--- src/rtl/ace_pkg.sv ---
// Shared types and encodings for the 5-state ACE line tracker.
package ace_pkg;

   typedef enum logic [2:0] {
      LS_INV = 3'd0,
      LS_UC  = 3'd1,
      LS_UD  = 3'd2,
      LS_SC  = 3'd3,
      LS_SD  = 3'd4
   } line_state_t;

   localparam logic [3:0] SNP_READ_ONCE     = 4'b0000;
   localparam logic [3:0] SNP_READ_SHARED   = 4'b0001;
   localparam logic [3:0] SNP_READ_UNIQUE   = 4'b0111;
   localparam logic [3:0] SNP_CLEAN_SHARED  = 4'b1000;
   localparam logic [3:0] SNP_CLEAN_INVALID = 4'b1001;
   localparam logic [3:0] SNP_MAKE_INVALID  = 4'b1101;

   localparam int unsigned CR_W  = 5;
   localparam int unsigned CR_DT = 0;
   localparam int unsigned CR_ERR = 1;
   localparam int unsigned CR_PD = 2;
   localparam int unsigned CR_IS = 3;
   localparam int unsigned CR_WU = 4;

   localparam logic [1:0] OP_READ  = 2'd0;
   localparam logic [1:0] OP_WRITE = 2'd1;
   localparam logic [1:0] OP_EVICT = 2'd2;

   typedef struct packed {
      logic read_main_mem;
      logic read_cache;
      logic write_main_mem;
      logic write_cache;
      logic upgrade;
   } strobe_t;

endpackage

--- src/rtl/ace_line_next.sv ---
// Per-line transition function: next state, snoop response and action strobes.
module ace_line_next
   import ace_pkg::*;
(
   input  line_state_t       state_i,
   input  logic [3:0]        op_i,
   input  logic              is_snoop_i,
   output line_state_t       next_c_o,
   output logic [CR_W-1:0]   crresp_c_o,
   output strobe_t           strb_c_o
);

   logic v, u, d;

   assign v = (state_i != LS_INV);
   assign u = (state_i == LS_UC) || (state_i == LS_UD);
   assign d = (state_i == LS_UD) || (state_i == LS_SD);

   always_comb begin
      next_c_o   = state_i;
      crresp_c_o = '0;
      strb_c_o   = '0;
      if (is_snoop_i) begin
         crresp_c_o[CR_WU] = u;
         case (op_i)
            SNP_READ_ONCE: begin
               crresp_c_o[CR_DT] = v;
               crresp_c_o[CR_IS] = v;
            end
            SNP_READ_SHARED: begin
               if (state_i == LS_UC) next_c_o = LS_SC;
               else if (state_i == LS_UD) next_c_o = LS_SD;
               crresp_c_o[CR_DT] = v;
               crresp_c_o[CR_IS] = v;
            end
            SNP_READ_UNIQUE: begin
               next_c_o          = LS_INV;
               crresp_c_o[CR_DT] = v;
               crresp_c_o[CR_PD] = d;
            end
            SNP_CLEAN_SHARED: begin
               if (state_i == LS_UD) next_c_o = LS_UC;
               else if (state_i == LS_SD) next_c_o = LS_SC;
               strb_c_o.write_main_mem = d;
               crresp_c_o[CR_IS]       = v;
            end
            SNP_CLEAN_INVALID: begin
               next_c_o                = LS_INV;
               strb_c_o.write_main_mem = d;
            end
            SNP_MAKE_INVALID: begin
               next_c_o = LS_INV;
            end
            default: begin
               // Unsupported snoop: report Error only, including WasUnique cleared
               crresp_c_o         = '0;
               crresp_c_o[CR_ERR] = 1'b1;
            end
         endcase
      end else begin
         case (op_i[1:0])
            OP_READ: begin
               if (!v) begin
                  next_c_o               = LS_UC;
                  strb_c_o.read_main_mem = 1'b1;
               end else begin
                  strb_c_o.read_cache = 1'b1;
               end
            end
            OP_WRITE: begin
               next_c_o               = LS_UD;
               strb_c_o.read_main_mem = !v;
               strb_c_o.write_cache   = 1'b1;
               strb_c_o.upgrade       = v && !u;
            end
            OP_EVICT: begin
               next_c_o                = LS_INV;
               strb_c_o.write_main_mem = d;
            end
            default: ;
         endcase
      end
   end

endmodule

--- src/rtl/ace_5state_line_tracker.sv ---
// Tracks ACE coherence state for NUM_LINES lines; serves local requests and AC snoops.
module ace_5state_line_tracker
   import ace_pkg::*;
#(
   parameter  int unsigned NUM_LINES = 4,
   localparam int unsigned IDX_W     = $clog2(NUM_LINES)
) (
   input  logic                   clk,
   input  logic                   rst,
   input  logic                   req_valid,
   output logic                   req_ready,
   input  logic [1:0]             req_op,
   input  logic [IDX_W-1:0]       req_idx,
   input  logic                   acvalid,
   output logic                   acready,
   input  logic [3:0]             acsnoop,
   input  logic [IDX_W-1:0]       ac_idx,
   output logic                   crvalid,
   input  logic                   crready,
   output logic [4:0]             crresp,
   output logic                   read_main_mem,
   output logic                   read_cache,
   output logic                   write_main_mem,
   output logic                   write_cache,
   output logic                   upgrade,
   output logic [3*NUM_LINES-1:0] state_dbg
);

   if (NUM_LINES < 2 || (NUM_LINES & (NUM_LINES - 1)) != 0) begin : g_bad_num_lines
      $error("NUM_LINES must be a power of two >= 2");
   end

   typedef enum logic {CTL_IDLE, CTL_RESP} ctl_state_t;

   ctl_state_t        ctl_q, ctl_d;
   line_state_t       line_q [NUM_LINES];
   logic              crvalid_q, crvalid_d;
   logic [CR_W-1:0]   crresp_q, crresp_d;
   strobe_t           strb_q, strb_d;

   logic              snp_fire, req_fire;
   logic [IDX_W-1:0]  sel_idx;
   logic [3:0]        sel_op;
   line_state_t       nxt_state;
   logic [CR_W-1:0]   nxt_crresp;
   strobe_t           nxt_strb;

   // Snoops take priority over a same-cycle local request
   assign acready   = !rst && (ctl_q == CTL_IDLE);
   assign req_ready = acready && !acvalid;
   assign snp_fire  = acvalid && acready;
   assign req_fire  = req_valid && req_ready;
   assign sel_idx   = snp_fire ? ac_idx : req_idx;
   assign sel_op    = snp_fire ? acsnoop : {2'b00, req_op};

   ace_line_next u_line_next (
      .state_i    (line_q[sel_idx]),
      .op_i       (sel_op),
      .is_snoop_i (snp_fire),
      .next_c_o   (nxt_state),
      .crresp_c_o (nxt_crresp),
      .strb_c_o   (nxt_strb)
   );

   always_comb begin
      ctl_d     = ctl_q;
      crvalid_d = crvalid_q;
      crresp_d  = crresp_q;
      strb_d    = '0;
      case (ctl_q)
         CTL_IDLE: begin
            if (snp_fire) begin
               ctl_d     = CTL_RESP;
               crvalid_d = 1'b1;
               crresp_d  = nxt_crresp;
               strb_d    = nxt_strb;
            end else if (req_fire) begin
               strb_d = nxt_strb;
            end
         end
         CTL_RESP: begin
            if (crready) begin
               ctl_d     = CTL_IDLE;
               crvalid_d = 1'b0;
            end
         end
      endcase
   end

   always_ff @(posedge clk) begin
      if (rst) begin
         ctl_q     <= CTL_IDLE;
         crvalid_q <= 1'b0;
         crresp_q  <= '0;
         strb_q    <= '0;
         for (int i = 0; i < NUM_LINES; i++) line_q[i] <= LS_INV;
      end else begin
         ctl_q     <= ctl_d;
         crvalid_q <= crvalid_d;
         crresp_q  <= crresp_d;
         strb_q    <= strb_d;
         if (snp_fire || req_fire) line_q[sel_idx] <= nxt_state;
      end
   end

   for (genvar g = 0; g < NUM_LINES; g++) begin : g_dbg
      assign state_dbg[3*g +: 3] = line_q[g];
   end

   assign crvalid        = crvalid_q;
   assign crresp         = crresp_q;
   assign read_main_mem  = strb_q.read_main_mem;
   assign read_cache     = strb_q.read_cache;
   assign write_main_mem = strb_q.write_main_mem;
   assign write_cache    = strb_q.write_cache;
   assign upgrade        = strb_q.upgrade;

endmodule

--- config.mk ---
export PLATFORM = sky130hd
export DESIGN_NAME = ace_5state_line_tracker
export DESIGN_NICKNAME = d
export VERILOG_FILES = /design/src/rtl/ace_pkg.sv /design/src/rtl/ace_line_next.sv /design/src/rtl/ace_5state_line_tracker.sv
export SDC_FILE = /design/constraint.sdc
export NUM_CORES = 1
export LEC_CHECK = 0
export ABC_AREA = 0
export BUFFER_PORTS_ARGS = -buffer_cell sky130_fd_sc_hd__buf_4
export CAP_MARGIN = 10
export CORE_MARGIN = 2
export CORE_UTILIZATION = 57
export DETAILED_ROUTE_END_ITERATION = 8
export GPL_TIMING_DRIVEN = 0
export PLACE_DENSITY = 0.9
export SLEW_MARGIN = 20
export SYNTH_ARGS = -nofsm -noshare
export SYNTH_HDL_FRONTEND = slang
export SYNTH_HIERARCHICAL = 1
export SYNTH_SLANG_ARGS = --single-unit
--- constraint.sdc ---
create_clock -name clk -period 4.8 [get_ports clk]
set_input_delay 0.96 -clock clk [delete_from_list [all_inputs] [get_ports clk]]
set_output_delay 0.96 -clock clk [all_outputs]
set_load 0.02 [all_outputs]
Yosys cells after proc, flatten, opt, wreduce, memory -nomap -nowiden
Memory sizes are Yosys's and may differ from the RTL's.
Cells that the tools add are included.
{ "totals": {"ff_bits": 12, "ramBits": 12, "in_bits": 15, "output_inout_bits": 25, "elab_cells": 87, "n_memories": 1} }
{ "op_classes": {"eq_ne": 12, "muxes": 41, "n_bitwise": 1, "reduce_logical": 24} }
{ "mem_list": {"columns": ["name", "words", "word_bits", "rd", "rd_clocked_by_memory_dff", "wr", "line_no", "source"], "rows": [
  ["line_q", 4, 3, 5, 0, 4, "ace_5state_line_tracker.sv:36", "line_state_t line_q [NUM_LINES];"]
]} }
{ "ops": {"columns": ["op", "count"], "rows": [
  ["two-way mux 1 bit", 21],
  ["two-way mux 3 bit", 7],
  ["one-hot mux 3 bit (3 select lines)", 2],
  ["equality test 4 bit, second input constant", 3],
  ["OR reduction 3 bit", 4],
  ["two-way mux 2 bit", 5],
  ["two-way mux 5 bit", 2],
  ["one-hot mux 1 bit (2 select lines)", 3],
  ["OR reduction 6 bit", 1],
  ["logical AND 1 bit", 5],
  ["equality test 4 x 1 -> 1 bit, second input constant", 1],
  ["equality test 4 x 3 -> 1 bit, second input constant", 1],
  ["logical NOT 1 bit", 4],
  ["logical NOT 4 bit", 1],
  ["two-way mux 4 bit", 1],
  ["inequality test 2 bit, second input constant", 2],
  ["AND reduction 2 bit", 2],
  ["OR reduction 2 bit", 2],
  ["equality test 3 x 1 -> 1 bit, second input constant", 1],
  ["equality test 3 x 2 -> 1 bit, second input constant", 1],
  ["equality test 3 bit, second input constant", 1],
  ["logical OR 1 bit", 3],
  ["nonzero test 3 bit", 1],
  ["equality test 2 x 1 -> 1 bit, second input constant", 1],
  ["other kinds (3)", 3]
]} }

Logic depth before layout (Yosys ltp)
An unclocked memory read counts as a cell.
{ "logic_depth": {"word_depth": 13, "depth_mapped": 10, "ltp_nobuf": 8} }

Hierarchy
The synthesis kept the hierarchy.
{ "modules_own_cells": {"columns": ["mod", "n_inst", "cells_each", "area_each_um2", "seq_area_each_um2"], "rows": [
  ["ace_5state_line_tracker", 1, 97, 1162.4, 600.6],
  ["ace_line_next", 1, 68, 435.4, 0.0]
]} }

Worst setup path before layout
No wires, ideal clock.
{ "synth_timing": {"path_kind": "input-to-reg", "from": "input ac_idx[1]", "to": "memory line_q[1][0] (netlist bit) (data pin)", "setup_ns": 0.161, "arrival_ns": 2.639, "required_time_ns": 4.639, "slack_ns": 2.000, "path_stages": 9, "n_path_buf": 1, "cell_sequence": "mux4_2 -> mux2_2 -> buf_2 -> o21ba_2 -> nor3_1 -> a31oi_1 -> o22ai_1 -> inv_1 -> nor3_1"} }
{ "synth_lines": {"columns": ["element", "line_no", "source"], "rows": [
  ["from (decl)", "ace_5state_line_tracker.sv:17", "input logic [IDX_W-1:0] ac_idx,"],
  ["to (decl)", "ace_5state_line_tracker.sv:36", null]
]} }

==> summary.md <==
| Metric | Value |
|---|---|
| Critical Path RT | `4950 ps` |
| Pwr dens | `243.9 mW/mm2` |
| Net Count, Synth | `180` |
| Clk_skew | `1.794 ps` |
| Syn. warnings | `6` |
| Hpwl dp | `2881 um` |
| Kind of critical path | `in2reg` |
| Met2 Wirelength | `1722 um` |
| Peak supply drop | `253.5 uV` |
| First-pass GRT wire length | `6023 um` |
| Routed WL | `3695 um` |
| Met1 Routed Length | `1614 um` |
| Post-synth EDFFs | `12` |
| Vias | `1422` |
| WP data arrival | `3060 ps` |
| # diodes | `0` |
| HP Class | `reg2reg` |
| Final setup violating endpoints | `0` |
| Nets@finish | `224` |
| Post-synth top area cell | `edfxtp_1` |
| Top cell type's share of synthesized area | `22.55%` |
| Synth top area cells | `edfxtp_1 (23%), dfxtp_1 (15%), mux4_2 (8.5%)` |
| Top FF cell, synth | `edfxtp_1` |
| WL per Instance | `15.46 um` |
| Clock Pin Slew Worst Setup and Hold Paths | `130 ps` |
| CP max FO | `10` |
| Share of cells above drive strength 1 | `33.65%` |
| Cell row count | `19` |
| Total gr overflow | `0` |
| Clk buf depth | `2` |
| Cts hold-fix bufs | `0` |
| Starting density of the core | `58.96%` |
| # clock sinks | `24` |
| Synth-to-Final Area Change | `22.40%` |
| DRC viols | `0` |
| 1st-pass router iterations | `4` |
| Die Wd | `56.95 um` |
| Max reg flops | `12` |
| Slew Limit Fails | `0` |
| CP endpoint kind | `flop` |
| Final GP Congestion | `0.9026` |
| Number of global-route vias before repair | `1277` |
| Starting DRT DRC Count | `76` |
| Slew @ Worst Pin | `475.9 ps` |
| H-tree levels | `1` |
| CTS tree | `done` |
| Max_slew headroom | `67.94%` |
| Worst-skew pair later-pin latency | `310 ps` |
| I/O pins | `40` |
| CP Launch Type | `input port` |
| Post-CTS Setup Repair Bufs | `0` |
| Area after DPL | `0.001929 mm2` |
| # resized after CTS | `0` |
| Max Cap Viol | `0` |
| Final antenna-violating net count | `0` |
| Final instance area | `0.001956 mm2` |
| Max Freq | `343.5 MHz` |
| Die area | `0.003243 mm2` |
| RSZ-0062 raised after global routing | `false` |
| Core area | `0.002710 mm2` |
| CTS Buf Count | `3` |
| Root buffer cell | `clkbuf_4` |
| Die height | `56.95 um` |
| Async set or reset register ratio after synthesis | `0%` |
| Setup TNS | `0 ps` |
| Syn_area_per_cell | `9.684 um2` |
| Largest net degree at the start of global routing | `15` |
| Syn Inst Count | `165` |
| Routed wl met3 | `302 um` |
| Post-synth cell types | `45` |
| Yosys reg bits | `24` |
| Commonest cells in the netlist | `dfxtp_1 (12), edfxtp_1 (12), nor3_1 (12), and2_1 (11), nand2b_1 (11)` |
| Cell Area, Synth | `0.001598 mm2` |
| Vias per cell | `5.950` |
| Port Buffers | `39` |
| GRT Util Overall | `23.48%` |
| Uppermost layer routed | `met4` |
| Register area share after synthesis | `37.59%` |
| Period utilization | `60.65%` |
| Minimum period implied by the final worst setup slack | `2911 ps` |
| Final-report hold violation count | `0` |
| Top reg by flops | `line_q` |
| Initial antenna violation count | `0` |
| P_leak | `0.0007839 uW` |
| Run status | `finished clean` |
-- stage by stage --
stage / total power (uW) / cells / hold WS [ps] / utilization, % / setup slack [ps]
after detailed placement: 389.2 / 235 / 475.3 / 71.19 / 1532
final: 477.0 / 239 / 502.7 / 72.16 / 1889
after global placement: 384.9 / 235 / 464.2 / 71.19 / 1593
after global routing: 496.9 / 239 / 534.8 / 72.16 / 1768
after floorplan: 339.3 / 165 / 545.5 / - / 2000
after CTS: 476.1 / 239 / 504.7 / 72.16 / 1861
-- where the power goes --
group	leakage, uW	switching, uW	internal (uW)
sequential	0.000222	7.54	226
clock	0.0000154	60.6	30.4
combinational	0.000546	85.2	67.8
-- critical path, cell delays in order --
cell,delay (ps)
buf_4,130
mux4_2,490
mux2_2,300
buf_2,190
o21ba_2,220
nor3_1,140
a31oi_1,70
o22ai_1,220
inv_1,110
nor3_1,210
-- worst paths after layout --
check,to,start,slack [ps],depth (start not counted)
worst min-delay path,crresp[1],crresp[1],500,2
worst max register to register,line_q[0][0],line_q[1][1],2230,9
worst min register to register,crresp[1],crresp[1],500,2
worst max-delay path,line_q[0][0],ac_idx[1],1890,10
-- logic make-up after synthesis --
family | synth area share, %
and+or+nand+nor | 27.57
xor gates and xnor gates | 1.097
AOI/OAI and AO/OA | 14.57
buffers and inverters | 5.638
muxes | 13.55
DFF | 37.59
-- area by class of cell --
cell class | count | area (um2)
plain buffers | 12 | 71.32
clock buffers | 3 | 22.52
clock inverters | 1 | 3.754
fillers | 211 | 754.5
inverters | 5 | 18.77
multi-input cells | 124 | 907.1
flip-flops and latches | 24 | 600.6
well taps | 31 | 38.79
repair buffers | 39 | 292.8
-- placed cells by master (no fill, tap or decap), types with 2 or more instances in the layout --
cell      netlist  routed
buf_4           0      39
nor3_1         12      12
dfxtp_1        12      12
edfxtp_1       12      12
and2_1         11      11
nand2b_1       11      11
o21ai_0        10      10
nand2_1        10      10
buf_2           9       9
nor2_1          9       9
mux4_2          6       6
a21oi_1         6       6
mux2_2          5       5
inv_1           5       5
o21bai_1        4       4
o22ai_1         4       4
nor2b_1         3       3
clkbuf_4        0       3
nor4_1          3       3
and3_1          3       3
buf_6           2       2
o21ai_1         2       2
o211ai_1        2       2
-- layer usage --
layer | vias up | track usage, %
met5 | - | 0
li1 | 695 | -
met4 | 0 | 5.316
met1 | 646 | 34.03
met2 | 73 | 37.11
met3 | 8 | 4.308
(Power assumes the default switching activity.)
